## config.mk

```make
export PLATFORM = sky130hd
export DESIGN_NAME = bcd_conv_scheduler
export DESIGN_NICKNAME = d
export VERILOG_FILES = /design/src/rtl/bcd_conv_scheduler.sv
export SDC_FILE = /design/constraint.sdc
export NUM_CORES = 1
export LEC_CHECK = 0
export BUFFER_PORTS_ARGS = -buffer_cell sky130_fd_sc_hd__buf_4
export CAP_MARGIN = 40
export CORE_ASPECT_RATIO = 1.4
export CORE_MARGIN = 2
export CORE_UTILIZATION = 55
export CTS_CLUSTER_SIZE = 16
export DETAILED_ROUTE_END_ITERATION = 7
export PLACE_DENSITY = 0.79
export SLEW_MARGIN = 30
export SYNTH_ARGS = -nofsm -noshare
export SYNTH_HDL_FRONTEND = slang
export SYNTH_SLANG_ARGS = --single-unit
```

## constraint.sdc

```tcl
create_clock -name clk -period 4.6 [get_ports clk]
set_clock_uncertainty 0.2 [all_clocks]
set_input_delay 0.69 -clock clk [delete_from_list [all_inputs] [get_ports clk]]
set_output_delay 0.69 -clock clk [all_outputs]
set_load 0.005 [all_outputs]
```

## src/rtl/bcd_conv_scheduler.sv

```systemverilog
// Shared iterative double-dabble binary-to-BCD converter with round-robin arbitration.
// One operand bit per clock; results are tagged with the granted requester id.
module bcd_conv_scheduler #(
  parameter int unsigned N_REQ  = 3,
  parameter int unsigned WIDTH  = 8,
  parameter int unsigned DIGITS = 4,
  localparam int unsigned IdW   = (N_REQ > 1) ? $clog2(N_REQ) : 1,
  localparam int unsigned CntW  = (WIDTH > 1) ? $clog2(WIDTH) : 1,
  localparam int unsigned AccW  = 4 * DIGITS
) (
  input  logic                     clk,
  input  logic                     rst_n,
  input  logic [N_REQ-1:0]         req,
  input  logic [N_REQ*WIDTH-1:0]   data,
  output logic [N_REQ-1:0]         ack,
  output logic [AccW-1:0]          bcd_out,
  output logic                     bcd_valid,
  output logic [IdW-1:0]           bcd_id,
  output logic                     busy
);

  typedef enum logic [0:0] {StIdle, StShift} state_e;

  state_e            state_q;
  logic [IdW-1:0]    ptr_q;
  logic [IdW-1:0]    id_q;
  logic [WIDTH-1:0]  sreg_q;
  logic [AccW-1:0]   acc_q;
  logic [CntW-1:0]   cnt_q;

  logic [WIDTH-1:0]  data_arr [N_REQ];
  logic              gnt_found;
  logic [IdW-1:0]    gnt_idx;
  logic [IdW-1:0]    ptr_next;
  logic [AccW-1:0]   acc_adj;
  logic [AccW-1:0]   acc_shift;

  for (genvar k = 0; k < N_REQ; k++) begin : g_unpack
    assign data_arr[k] = data[k*WIDTH +: WIDTH];
  end

  // Search upward from the pointer, wrapping; sum is one bit wider so the wrap test cannot overflow.
  always_comb begin
    logic [IdW:0]   sum;
    logic [IdW-1:0] idx;
    gnt_found = 1'b0;
    gnt_idx   = '0;
    sum       = '0;
    idx       = '0;
    for (int unsigned i = 0; i < N_REQ; i++) begin
      sum = {1'b0, ptr_q} + (IdW+1)'(i);
      if (sum >= (IdW+1)'(N_REQ)) begin
        sum = sum - (IdW+1)'(N_REQ);
      end
      idx = sum[IdW-1:0];
      if (!gnt_found && req[idx]) begin
        gnt_found = 1'b1;
        gnt_idx   = idx;
      end
    end
  end

  assign ptr_next = (gnt_idx == IdW'(N_REQ - 1)) ? '0 : gnt_idx + 1'b1;

  // Add-3 correction on every nibble >= 5, then shift in the next operand bit.
  always_comb begin
    acc_adj = acc_q;
    for (int d = 0; d < int'(DIGITS); d++) begin
      if (acc_q[4*d +: 4] >= 4'd5) begin
        acc_adj[4*d +: 4] = acc_q[4*d +: 4] + 4'd3;
      end
    end
    acc_shift = {acc_adj[AccW-2:0], sreg_q[WIDTH-1]};
  end

  assign busy = (state_q == StShift);

  always_ff @(posedge clk) begin
    if (!rst_n) begin
      state_q   <= StIdle;
      ptr_q     <= '0;
      id_q      <= '0;
      sreg_q    <= '0;
      acc_q     <= '0;
      cnt_q     <= '0;
      ack       <= '0;
      bcd_out   <= '0;
      bcd_valid <= 1'b0;
      bcd_id    <= '0;
    end else begin
      ack       <= '0;
      bcd_valid <= 1'b0;
      case (state_q)
        StIdle: begin
          if (gnt_found) begin
            sreg_q  <= data_arr[gnt_idx];
            acc_q   <= '0;
            cnt_q   <= CntW'(WIDTH - 1);
            id_q    <= gnt_idx;
            ack     <= N_REQ'(1) << gnt_idx;
            ptr_q   <= ptr_next;
            state_q <= StShift;
          end
        end
        StShift: begin
          acc_q  <= acc_shift;
          sreg_q <= sreg_q << 1;
          cnt_q  <= cnt_q - 1'b1;
          if (cnt_q == '0) begin
            bcd_out   <= acc_shift;
            bcd_id    <= id_q;
            bcd_valid <= 1'b1;
            state_q   <= StIdle;
          end
        end
        default: state_q <= StIdle;
      endcase
    end
  end

endmodule

```

==> summary.txt, run 1 <==
Run status
  • Outcome: finished clean

Clock network
  • CTS Buf Count: 5
  • CTS Hold Bufs: 0
  • Post-CTS Setup Repair Bufs: 0
  • Cts repair resizes: 0
  • CTS tree: done
  • Clock Latency Late Sink: 0.31 ns
  • Clock buffer depth: 2
  • Worst-path clk slew: 0.09 ns
  • Clock sink count: 54
  • CTS root buffer: clkbuf_8
  • H-tree Lvls: 2

STA
  • Min Tclk post-route: 2.925 ns
  • Final hold violations: 0
  • Slew margin rel.: 0.5232
  • Worst Tran Pin Value: 0.7152 ns
  • Period utilization: 0.6359
  • Fmax achieved: 341.8 MHz
  • Final setup violating endpoints: 0
  • Slew Viols, Final: 0
  • Setup tns final: 0 ns
  • RSZ-0062 raised after global routing: false
  • Hold slack: 0.2613 ns

Critical path
  • R2R setup slack: 1.67 ns
  • CP required: 4.60 ns
  • CP Launch Point: ptr_q[1]
  • Worst-case reg-to-reg path depth: 8
  • Reg2reg end: sreg_q[7]
  • Worst Setup EP: sreg_q[7]
  • CP Class: reg2reg
  • Worst Path Arrival: 2.93 ns
  • Max FO, Critical Path: 21
  • Critical path startpoint category: flip-flop
  • CP Capture Type: flip-flop
  • Worst R2R Start: ptr_q[1]

Yosys
  • Post-synth ARST share: 0
  • Sequential-to-total area share from yosys stat: 0.3708
  • Avg Inst Size Synth: 9.110 um^2
  • Syn. warnings: 0
  • Top cell type's share of synthesized area: 0.3708
  • Synthesized netlist cell count: 320
  • Number of synthesized flops with an enable pin: 0
  • Main flop type after synthesis: dfxtp_1
  • Synth top area cells: dfxtp_1 37%, ha_1 6.0%, a22o_1 5.4%, a21oi_1 3.3%, o31ai_2 3.0%
  • Count leader, synth: dfxtp_1
  • Post-synth top cells: 54 x dfxtp_1, 23 x nor2_1, 22 x inv_1, 22 x nand2_1, 19 x a21oi_1
  • Mapped cell area: 0.002915 mm^2
  • Yosys reg bits: 54
  • Count of different cell masters after synthesis: 48
  • Area leader, netlist: dfxtp_1
  • Post-Syn Nets: 363

Drt
  • Drt first pass iters: 4
  • WL met2: 3151 um
  • Routed WL: 6064 um
  • Routed len/inst: 14.14 um
  • Initial DRC Count: 82
  • Vias: 2419
  • Top Layer Used: met4
  • Vias per inst: 5.639
  • Antenna Nets Post-Route: 0
  • Metal3 WL: 213 um
  • DRC: 0
  • Wl on met1: 2564 um

Pwr
  • Switching pwr: 583.1 uW
  • Internal: 936.7 uW
  • Leak: 0.001384 uW
  • Clock share of power: 0.163
  • VDD IR max: 0.0003927 V
  • Sw Ratio: 0.3837
  • Total Power: 1520 uW
  • Combinational fraction of design power: 0.459
  • PwrDens: 450.9 mW/mm^2
  • Sequential share of power: 0.378

Die
  • Die Area: 0.005907 mm^2
  • Core area: 0.005159 mm^2
  • Core Rows: 31
  • Die width: 65.53 um
  • Initial Utilization: 0.5651
  • Die Height: 90.15 um
  • # IOs: 52

Cells and area
  • Ant. Diodes: 0
  • Layout cells sized above 1: 0.2369
  • Area Overhead vs Synth: 15.62%
  • Final Util: 0.6534
  • Net count, final: 406
  • Cell area after layout: 0.003371 mm^2

Global routing
  • Number of global-route vias before repair: 2307
  • Initial antenna violation count: 0
  • First-pass GRT wire length: 10360 um
  • Pin count of the biggest net entering global routing: 28
  • Grt ovf: 0
  • Global Route Usage Sum: 0.2189

Placed design
  • Hpwl dp: 4523 um
  • Port Buffers: 51
  • Final GP Congestion: 0.8437
  • Dpl cell area: 0.003294 mm^2

Worst hold path
  • Hold crit path type: reg2reg

Run
  • Max-cap violations: 0
[kinds of logic (layout without fill, tap and decap cells)]
kind of cell	after synthesis	in the layout	synth area share
compound gates	94	94	0.2545
mux	8	8	0.03605
xor+xnor	5	5	0.01502
flops	54	54	0.3708
fa+ha+maj	14	14	0.06009
simple gates	104	104	0.1953
buf+inv	41	84	0.06824
[state kept, by name, summed over array words and instances (netlist names)]
| register | count |
|---|---|
| sreg_q | 8 |
| ptr_q | 2 |
| acc_q | 16 |
| cnt_q | 3 |
| bcd_out | 16 |
| id_q | 2 |
| busy | 1 |
| bcd_id | 2 |
| bcd_valid | 1 |
| ack | 3 |
[cell type report]
cell class	instances	area [um^2]
Clock buffer	7	76.32
Fill cell	465	1788
Inverter	22	82.58
Multi-Input combinational cell	225	1635
Sequential cell	54	1081
Tap cell	66	82.58
Timing Repair Buffer	55	412.9
[worst min path at each step]
stage          cells past startpoint   startpoint     endpoint  slack, ns
5_1_grt                            2  bcd_out[15]  bcd_out[15]       0.29
6_report                           2  bcd_out[15]  bcd_out[15]       0.26
2_1_floorplan                      2    acc_q[15]    acc_q[15]       0.24
4_1_cts                            2  bcd_out[15]  bcd_out[15]       0.27
3_5_place_dp                       2  bcd_out[15]  bcd_out[15]       0.25
3_3_place_gp                       2   bcd_out[7]   bcd_out[7]       0.24
[power groups by stage]
stage	clock, uW	combinational, uW	sequential (uW)
final	247	698	575
after floorplan	0	598	577
after global routing	270	769	584
after global placement	0	681	584
after detailed placement	0	697	586
after CTS	254	700	575
[critical path, cell delays in order (launching register included)]
cell and delay, ns:
dfxtp_1 0.35, inv_1 0.09, ha_1 0.40, mux2i_1 0.27, nor2_2 0.10, a211oi_1 0.21, o31a_1 0.63, o221ai_1 0.26
a32o_1 0.30
[cells in the final DEF, fill, tap and decap left out, types with 2 or more instances in the layout]
master / n
mux2i_1: 6
dfxtp_1: 54
a211oi_1: 3
a22o_1: 18
nor2b_1: 3
o31ai_2: 7
o221a_1: 6
clkbuf_1: 2
o21ai_0: 12
a22oi_1: 10
a21oi_1: 19
inv_1: 22
nand2_1: 22
nand4b_1: 2
nor3_1: 3
ha_1: 14
nor2_1: 23
nand3b_1: 3
clkbuf_8: 5
o21ai_2: 3
xnor2_1: 5
and2_1: 3
a21oi_2: 4
mux2i_4: 2
nand3_1: 14
buf_4: 55
nand2b_1: 11
o21ai_1: 2
nor3b_1: 11
[stage by stage]
stage	worst slack (ns)	std cells
final	1.675	429
after global routing	1.446	429
after CTS	1.704	429
after detailed placement	1.716	422
after global placement	1.815	422
after floorplan	2.386	320
[layer usage]
metal / GRT usage / up-vias
li1: - / 1223
met1: 0.2500 / 1126
met2: 0.3963 / 57
met3: 0.03755 / 13
met4: 0.07986 / 0
met5: 0 / -
No activity file was read; power rests on OpenSTA's default activity.
==> run 2: changes to the inputs <==
--- a/config.mk
+++ b/config.mk
@@ -9,10 +9,10 @@
 export CAP_MARGIN = 40
 export CORE_ASPECT_RATIO = 1.4
 export CORE_MARGIN = 2
-export CORE_UTILIZATION = 55
+export CORE_UTILIZATION = 50
 export CTS_CLUSTER_SIZE = 16
 export DETAILED_ROUTE_END_ITERATION = 7
-export PLACE_DENSITY = 0.79
+export PLACE_DENSITY = 0.75
 export SLEW_MARGIN = 30
 export SYNTH_ARGS = -nofsm -noshare
 export SYNTH_HDL_FRONTEND = slang
==> constraint.sdc (replaced) <==
create_clock -name clk -period 2.4 [get_ports clk]
set_clock_uncertainty 0.2 [all_clocks]
set_input_delay 0.36 -clock clk [delete_from_list [all_inputs] [get_ports clk]]
set_output_delay 0.36 -clock clk [all_outputs]
set_load 0.005 [all_outputs]
==> run 2 against run 1 <==
Against the previous run: via count increased by 1.9%; combinational power increased by 130%; sequential power increased by 93%; wire length grew 3.5%; flip-flop and latch count stayed put; sequential share of layout area fell by 1.5 points; non-clock buffer count is 13 higher; clock power rose by 110%; cell area up 4.9%; register-to-register slack worse by 1.6 ns; critical path depth unchanged; setup slack worse by 1.6 ns; largest cell class unchanged.
==> summary.txt, run 2 (synthesized netlist as in run 1, its figures left out) <==
Global routing
  • Initial antenna violation count: 0 (unchanged)
  • First-pass GRT wire length: 10180 um (-1.8%)
  • Routing usage on met2: 0.3662 (-0.03007)
  • Grt ovf: 0 (unchanged)
  • Number of global-route vias before repair: 2312 (+0.22%)
  • Pin count of the biggest net entering global routing: 26 (-7.1%)
  • Global Route Usage Sum: 0.2023 (-0.01662)
  • Met1 usage: 0.2352 (-0.01484)
  • Most crowded layer after global routing: met2
  • M3 GR Usage: 0.02861 (-0.008941)

Drt
  • DRC: 0 (unchanged)
  • Initial DRC Count: 95 (+16%)
  • Vias: 2464 (+1.9%)
  • Routed len/inst: 14.10 um (-0.24%)
  • Routed WL: 6275 um (+3.5%)
  • Antenna Nets Post-Route: 0 (unchanged)
  • Vias per inst: 5.537 (-1.8%)
  • Drt first pass iters: 4 (unchanged)

Die
  • Initial Utilization: 0.5238 (-0.04129)
  • Core Rows: 32 (+3.2%)
  • Die Height: 94.35 um (+4.7%)
  • Die width: 68.54 um (+4.6%)
  • Core area: 0.005565 mm^2 (+7.9%)
  • # IOs: 52 (unchanged)
  • Die Area: 0.006466 mm^2 (+9.5%)

STA
  • Worst Tran Pin Value: 0.4215 ns (-0.2936 ns)
  • Final hold violations: 0 (unchanged)
  • Slew Viols, Final: 0 (unchanged)
  • Slew margin rel.: 0.7187 (+0.1954)
  • Period utilization: 0.9600 (+0.3241)
  • Fmax achieved: 434.0 MHz (+27%)
  • Final setup violating endpoints: 0 (unchanged)
  • Min Tclk post-route: 2.304 ns (-0.6213 ns)

Clock network
  • CTS Hold Bufs: 0 (unchanged)
  • Worst-path clk slew: 0.09 ns (about the same)
  • Clock sink count: 54 (unchanged)
  • Clock Latency Late Sink: 0.30 ns (about the same)
  • Clock buffer depth: 2 (unchanged)
  • CTS Buf Count: 5 (unchanged)
  • H-tree Lvls: 2 (unchanged)
  • CTS root buffer: clkbuf_8
  • CTS tree: done

Placed design
  • Hpwl dp: 4706 um (+4.1%)
  • Final GP Congestion: 0.8998 (+6.6%)
  • Port Buffers: 51 (unchanged)

Critical path
  • Worst Path Arrival: 2.30 ns (-0.63 ns)
  • Critical path startpoint category: flip-flop
  • CP Capture Type: flip-flop
  • CP required: 2.40 ns (-2.20 ns)
  • CP Class: reg2reg
  • Max FO, Critical Path: 6 (-71%)

Pwr
  • PwrDens: 909.8 mW/mm^2 (+100%)
  • Leak: 0.001465 uW (+5.9%)
  • VDD IR max: 0.0005559 V (+42%)
  • Total Power: 3218 uW (+110%)

Run status
  • Outcome: finished clean

Cells and area
  • Final Util: 0.6356 (-0.01784)
  • Most frequent cells in the layout: 66 x buf_4, 53 x dfxtp_1, 23 x nor2_1
  • Fillers: 490 (+5.4%)
  • Commonest non-fill, non-tap cell in the layout: buf_4
  • Layout cells sized above 1: 0.2812 (+0.04425)
  • Area Overhead vs Synth: 21.33%
  • Ant. Diodes: 0 (unchanged)
  • Regs by FF count: acc_q: 16 flops, bcd_out: 16 flops, sreg_q: 8 flops
  • Net count, final: 419 (+3.2%)

Worst hold path
  • Hold crit path type: in2reg

Run
  • Max-cap violations: 0 (unchanged)
## run 2: cell count changes in the layout (fill, tap and decap cells not counted), moves of 2 or more
cell / before / now
ha_1: 14 / 12
buf_4: 55 / 66
clkbuf_1: 2 / 0
ha_4: 0 / 2
## run 2: per-layer routing
| layer | up-vias | wire length (um) | share of wire |
|---|---|---|---|
| li1 | 1256 | - | - |
| met4 | 0 | 113 | 0.018 |
| met3 | 8 | 169 | 0.027 |
| met1 | 1151 | 2580 | 0.41 |
| met5 | - | 0 | 0 |
| met2 | 49 | 3411 | 0.54 |
## run 2: cell type report
class                      instances  area [um^2]  share of cell area
inverter                          22        82.58             0.02335
tap                               68        85.08             0.02405
clock buffer                       6        82.58             0.02335
sequential                        54         1082              0.3060
timing repair buffer              68        526.8              0.1489
clock inverter                     2        12.51            0.003537
multi-input combinational        225         1665              0.4708
## run 2: what timing repair did
item / 4_1_cts / 5_1_grt
setup buffers: 0 / 3
gates resized for setup: 0 / 8
endpoints found under the setup margin: 0 / 28
## run 2: metrics by stage
stage	setup WS [ns]	cells	TNS, ns	hold WS (ns)	area [um^2]
finish	0.09593	445	0	0.1510	3537
global route	-0.01838	445	-0.04299	0.1479	3537
CTS	0.002311	442	0	0.1495	3467
detailed placement	0.01600	434	0	0.2429	3372
global placement	0.1077	434	0	0.2346	3372
floorplan	0.1862	320	0	0.2415	2915
## run 2: report_power, final
part,leakage [uW],internal (uW),switching (uW)
combinational,0.000979,759,823
clock,0.0000472,232,291
sequential,0.000439,1030,81.7
total,0.00147,2020,1200
## run 2: critical path, cell delays in order (launching register included)
cell and delay, ns:
dfxtp_1 0.43, inv_1 0.12, ha_4 0.20, nand2b_1 0.18, a32oi_2 0.34, buf_4 0.17
a21oi_1 0.07, a31o_2 0.25, a41o_1 0.25
## run 2: worst paths after layout
check / startpoint / end / slack [ns] / cells after the start
max: ptr_q[1] / ptr_q[0] / 0.1 / 8
max reg2reg: ptr_q[1] / ptr_q[0] / 0.1 / 8
min: data[21] / sreg_q[5] / 0.15 / 3
min reg2reg: bcd_out[11] / bcd_out[11] / 0.26 / 2
